==> src/rtl/mux_scan_pkg.sv <==
// Shared types and sizes for the 4:1 mux scan sequencer.
package mux_scan_pkg;

    localparam int unsigned NUM_CH = 4;
    localparam int unsigned SEL_W  = 2;
    localparam int unsigned WORD_W = 4;

    typedef enum logic [1:0] {
        IDLE,
        SCAN,
        HOLD
    } state_t;

endpackage

==> src/rtl/mux_scan_dwell_cnt.sv <==
// Dwell counter: flags the last cycle of each channel's dwell window.
module mux_scan_dwell_cnt
    import mux_scan_pkg::*;
#(
    parameter int unsigned DWELL = 2,
    parameter int unsigned CNT_W = 4
) (
    input  logic clk_in,
    input  logic rst_n_in,
    input  logic clr_in,
    input  logic en_in,
    output logic last_out
);

    localparam logic [CNT_W-1:0] LAST = CNT_W'(DWELL - 1);

    logic [CNT_W-1:0] cnt;

    assign last_out = en_in && (cnt == LAST);

    always_ff @(posedge clk_in or negedge rst_n_in) begin
        if (!rst_n_in) begin
            cnt <= '0;
        end else if (clr_in || last_out) begin
            cnt <= '0;
        end else if (en_in) begin
            cnt <= cnt + 1'b1;
        end
    end

endmodule

==> src/rtl/mux_scan_ctrl.sv <==
// Scans a 4:1 bit-select mux, assembles a 4-bit word and hands it off via valid/ready.
// Optional parity output enabled by defining MUX_SCAN_PARITY_EN.
module mux_scan_ctrl
    import mux_scan_pkg::*;
#(
    parameter int unsigned DWELL = 2,
    parameter int unsigned CNT_W = 4
) (
    input  logic              clk_in,
    input  logic              rst_n_in,
    input  logic              start_in,
    input  logic              cont_in,
    input  logic              y_in,
    output logic [SEL_W-1:0]  sel_out,
    output logic [WORD_W-1:0] word_out,
    output logic              valid_out,
    input  logic              ready_in,
    output logic              busy_out
`ifdef MUX_SCAN_PARITY_EN
    ,
    output logic              parity_out
`endif
);

    localparam logic [SEL_W-1:0] LAST_CH = SEL_W'(NUM_CH - 1);

    state_t state, state_next;

    logic              cnt_clr;
    logic              cnt_en;
    logic              last;
    logic              launch;
    logic              done;
    logic [WORD_W-1:0] shadow;
    logic [WORD_W-1:0] shadow_next;

    mux_scan_dwell_cnt #(
        .DWELL (DWELL),
        .CNT_W (CNT_W)
    ) u_dwell_cnt (
        .clk_in   (clk_in),
        .rst_n_in (rst_n_in),
        .clr_in   (cnt_clr),
        .en_in    (cnt_en),
        .last_out (last)
    );

    always_ff @(posedge clk_in or negedge rst_n_in) begin
        if (!rst_n_in) begin
            state <= IDLE;
        end else begin
            state <= state_next;
        end
    end

    // A continuous-mode handshake relaunches directly, so that edge is channel 0's first.
    always_comb begin
        state_next = state;
        cnt_clr    = 1'b1;
        cnt_en     = 1'b0;
        launch     = 1'b0;
        done       = 1'b0;
        case (state)
            IDLE: begin
                if (start_in) begin
                    state_next = SCAN;
                    launch     = 1'b1;
                end
            end
            SCAN: begin
                cnt_clr = 1'b0;
                cnt_en  = 1'b1;
                if (last && (sel_out == LAST_CH)) begin
                    state_next = HOLD;
                    done       = 1'b1;
                end
            end
            HOLD: begin
                if (ready_in) begin
                    if (cont_in) begin
                        state_next = SCAN;
                        launch     = 1'b1;
                    end else begin
                        state_next = IDLE;
                    end
                end
            end
            default: state_next = IDLE;
        endcase
    end

    always_comb begin
        shadow_next          = shadow;
        shadow_next[sel_out] = y_in;
    end

    always_ff @(posedge clk_in or negedge rst_n_in) begin
        if (!rst_n_in) begin
            sel_out   <= '0;
            shadow    <= '0;
            word_out  <= '0;
            valid_out <= 1'b0;
            busy_out  <= 1'b0;
        end else begin
            if (launch) begin
                sel_out <= '0;
            end else if (cnt_en && last) begin
                sel_out <= sel_out + 1'b1;
                shadow  <= shadow_next;
            end
            if (done) begin
                word_out <= shadow_next;
            end
            valid_out <= (state_next == HOLD);
            busy_out  <= (state_next != IDLE);
        end
    end

`ifdef MUX_SCAN_PARITY_EN
    always_ff @(posedge clk_in or negedge rst_n_in) begin
        if (!rst_n_in) begin
            parity_out <= 1'b0;
        end else if (done) begin
            parity_out <= ^shadow_next;
        end
    end
`endif

endmodule
==> config.mk <==
export PLATFORM = sky130hd
export DESIGN_NAME = mux_scan_ctrl
export DESIGN_NICKNAME = d
export VERILOG_FILES = /design/src/rtl/mux_scan_pkg.sv /design/src/rtl/mux_scan_dwell_cnt.sv /design/src/rtl/mux_scan_ctrl.sv
export SDC_FILE = /design/constraint.sdc
export NUM_CORES = 1
export LEC_CHECK = 0
export CORE_UTILIZATION = 42
export CTS_BUF_LIST = sky130_fd_sc_hd__clkbuf_8 sky130_fd_sc_hd__clkbuf_16
export CTS_CLUSTER_DIAMETER = 60
export DETAILED_ROUTE_END_ITERATION = 7
export GPL_TIMING_DRIVEN = 0
export PLACE_DENSITY = 0.77
export SETUP_SLACK_MARGIN = 0.1
export SYNTH_ARGS = -nofsm -noshare
export SYNTH_HDL_FRONTEND = slang
export SYNTH_SLANG_ARGS = --single-unit
==> constraint.sdc <==
create_clock -name clk_in -period 2.25 [get_ports clk_in]
set_input_delay 0.45 -clock clk_in [delete_from_list [all_inputs] [get_ports clk_in]]
set_output_delay 0.45 -clock clk_in [all_outputs]
set_load 0.05 [all_outputs]
==> impl_metrics.ini <==
[yosys]
synth_fp_nets = 86
synth.cell_area_um2 = 847
ys_seq_area_share_pct = 50.2
synth_compound_area_share_pct = 11.5
synth-simple-area-share_pct = 15.4
yosys.area_share.adder_pct = 8.86
synth_top_area_cell = dfrtp_1
synth_top_area_share_pct = 50.2
yosysWarnings = 0
synth_most_common_cell = dfrtp_1
ys.flop_type = dfrtp_1
synthXorXnorAreaFrac_pct = 1.03
synth.distinct_cells = 25
synthMuxAreaShare_pct = 9.31
synth_common_cells = dfrtp_1 (17), nand3_1 (7), ha_1 (6)
ys_ff_latch = 17
synth_edf_count = 0
syn-mean-instance-area_um2 = 11.4
synth_top_family_by_area = simple AND/OR/NAND/NOR gates
synthCells = 74
async_reset_ff_share_pct = 100
ys_top_cells_by_area = dfrtp_1 (50%), ha_1 (8.9%), nand3_1 (4.1%), mux2_2 (4.0%), mux2i_1 (3.5%)

[floorplanning]
core_um2 = 1800
die_h_um = 46.9
ioPinCount = 14
start_util_pct = 47.0
die_x_um = 46.9
num_rows = 15
dieArea_um2 = 2200

[layout]
fin_util_pct = 58.5
n_antenna_cell = 0
syn2layout_area_growth_pct = 24.4
drive_above_1_share_pct = 12.1
final_cells = 116
fillers = 161
nets = 104
design_area_um2 = 1050

[power_and_ir_drop]
clkPwrFrac_pct = 14.1
power.switching_uw = 669
total_leakage_power_nw = 0.471
vdd_drop_max_mv = 0.636
cellInternalPower_uw = 872
seq_power_share_pct = 34.8
pwr-share-comb_pct = 51.2
switching_share_pct = 43.4
powerDensity_nw_per_um2 = 1460

[min_path]
hold_class = flip-flop to flip-flop

[clocking]
cts_root_buf = clkbuf_8
postCtsResizedCells = 0
cts.sinks = 17
cts_tree = built
insertion_delay_ns = 0.25
clk_pin_slew_ns = 0.06
cts_max_path_buffers = 2
cts_buffers = 3
hold_buffers = 0
htree_levels = 1
postCtsSetupBuffers = 0

[drt]
antenna_left = 0
wl_met1_um = 682
drtPass1Iterations = 4
drc = 0
via_count = 603
post_drt_wl_per_cell_um = 12.7
routed_wl_um = 1480
dr_wl_met3_um = 60
wl_met2_um = 722
topRoutingLayerUsed = met4
viasPerCell = 5.20
drt_iter0_drc = 12

[timing]
slew-limit-headroom_pct = 51.8
setup_ws_ns = 0.271
finalCritPeriodShare_pct = 87.9
min_period_ns = 1.98
finalMaxSlewViolations = 0
finalSetupViolations = 0
tightest_slew_ns = 0.720
rsz0062_at_grt = no
hold_violations = 0
fmax_mhz = 505
fin_setup_tns_ns = 0
skew_ns = 0.00257

[worst_setup_path]
r2r_setup_slack_ns = 0.45
path_buf_inv = 1
endpoint_kind = output port
cpLargestDelayFamily = buffers and inverters
cp_slowest_cell = clkdlybuf4s50_1
worst_setup_path_start_kind = flip-flop
worstSetupPathType = flip-flop to output port
arrival_ns = 1.53
crit_required_ns = 1.80
max_stage_delay_ns = 0.85
worstPathCellList = clkdlybuf4s50_1
crit_path_max_fanout = 5

[placed_design]
place.gp.congestion = 0.743
place_ws_ns = 0.464
io_buffers = 13
hpwl_um = 1120
place_area_um2 = 1010
place_inst = 112

[outcome]
status = complete, no violations

[global_routing]
gr-total-overflow = 0
grt_max_degree = 18
grt_usage_pct = 16.0
grt_pass1_vias = 555
grt_pass1_wl_um = 2420
antenna_found_initial = 0

[run]
cap_viol_max_count = 0
## routing by layer
metal | track usage (%) | vias to the layer above
met1 | 20.1 | 297
met3 | 2.31 | 2
met4 | 8.57 | 0
met5 | 0 | -
met2 | 26.7 | 12
li1 | - | 292
## kinds of logic after synthesis
group / Yosys count
compound gates: 16
xor+xnor: 1
fa+ha+maj: 6
buf+inv: 6
flops: 17
mux: 7
simple gates: 21
## power by group through the flow
| stage | clock (mW) | combinational [mW] | sequential [mW] |
|---|---|---|---|
| global placement | 0 | 0.771 | 0.532 |
| CTS | 0.219 | 0.794 | 0.535 |
| detailed placement | 0 | 0.790 | 0.542 |
| floorplan | 0 | 0.350 | 0.743 |
| finish | 0.217 | 0.788 | 0.536 |
| global route | 0.235 | 0.851 | 0.555 |
## per-stage QoR
| stage | power (mW) | hold WS (ns) |
|---|---|---|
| floorplan | 1.09 | 0.154 |
| global placement | 1.30 | 0.474 |
| detailed placement | 1.33 | 0.491 |
| CTS | 1.55 | 0.497 |
| global route | 1.64 | 0.513 |
| finish | 1.54 | 0.496 |
## flip-flops by register name, indices dropped and copies added (netlist names)
register / count
u_dwell_cnt.cnt: 4
word_out: 4
shadow: 3
sel_out: 2
state: 2
busy_out: 1
valid_out: 1
## cell type report
class | instances | area [um^2] | area share [%]
inverters | 4 | 15.0 | 1.43
multi-input cells | 51 | 390 | 37.1
clock buffers | 3 | 41.3 | 3.92
well taps | 25 | 31.3 | 2.97
flip-flops and latches | 17 | 425 | 40.4
plain buffers | 2 | 16.3 | 1.54
repair buffers | 13 | 130 | 12.4
clock inverters | 1 | 3.75 | 0.356
## cell usage in the layout, fill, tap and decap left out, types with 2 or more instances in the layout
cell type / netlist / routed
nor2b_1: 2 / 2
a2bb2oi_1: 2 / 2
inv_1: 4 / 5
nor2_1: 3 / 3
clkbuf_8: 0 / 3
mux2i_1: 3 / 3
nand3_1: 7 / 7
mux2_2: 3 / 3
a21oi_1: 5 / 5
ha_1: 6 / 6
nand2b_1: 3 / 3
o21ai_0: 4 / 4
a31oi_1: 3 / 3
dfrtp_1: 17 / 17
clkdlybuf4s50_1: 0 / 13
## final timing paths
| kind | start | to | depth (start not counted) |
|---|---|---|---|
| worst max-delay path | sel_out[0]$_DFFE_PN0P_ | sel_out[0] | 1 |
| worst min-delay path | u_dwell_cnt.cnt[0]$_DFFE_PN0P_ | u_dwell_cnt.cnt[0]$_DFFE_PN0P_ | 1 |
| worst max register to register | u_dwell_cnt.cnt[1]$_DFFE_PN0P_ | word_out[3]$_DFFE_PN0P_ | 6 |
| worst min register to register | u_dwell_cnt.cnt[0]$_DFFE_PN0P_ | u_dwell_cnt.cnt[0]$_DFFE_PN0P_ | 1 |
| max in group asynchronous | rst_n_in | word_out[0]$_DFFE_PN0P_ | 1 |
| min in group asynchronous | rst_n_in | valid_out$_DFF_PN0_ | 1 |
Power figures use the tool's default switching activity.
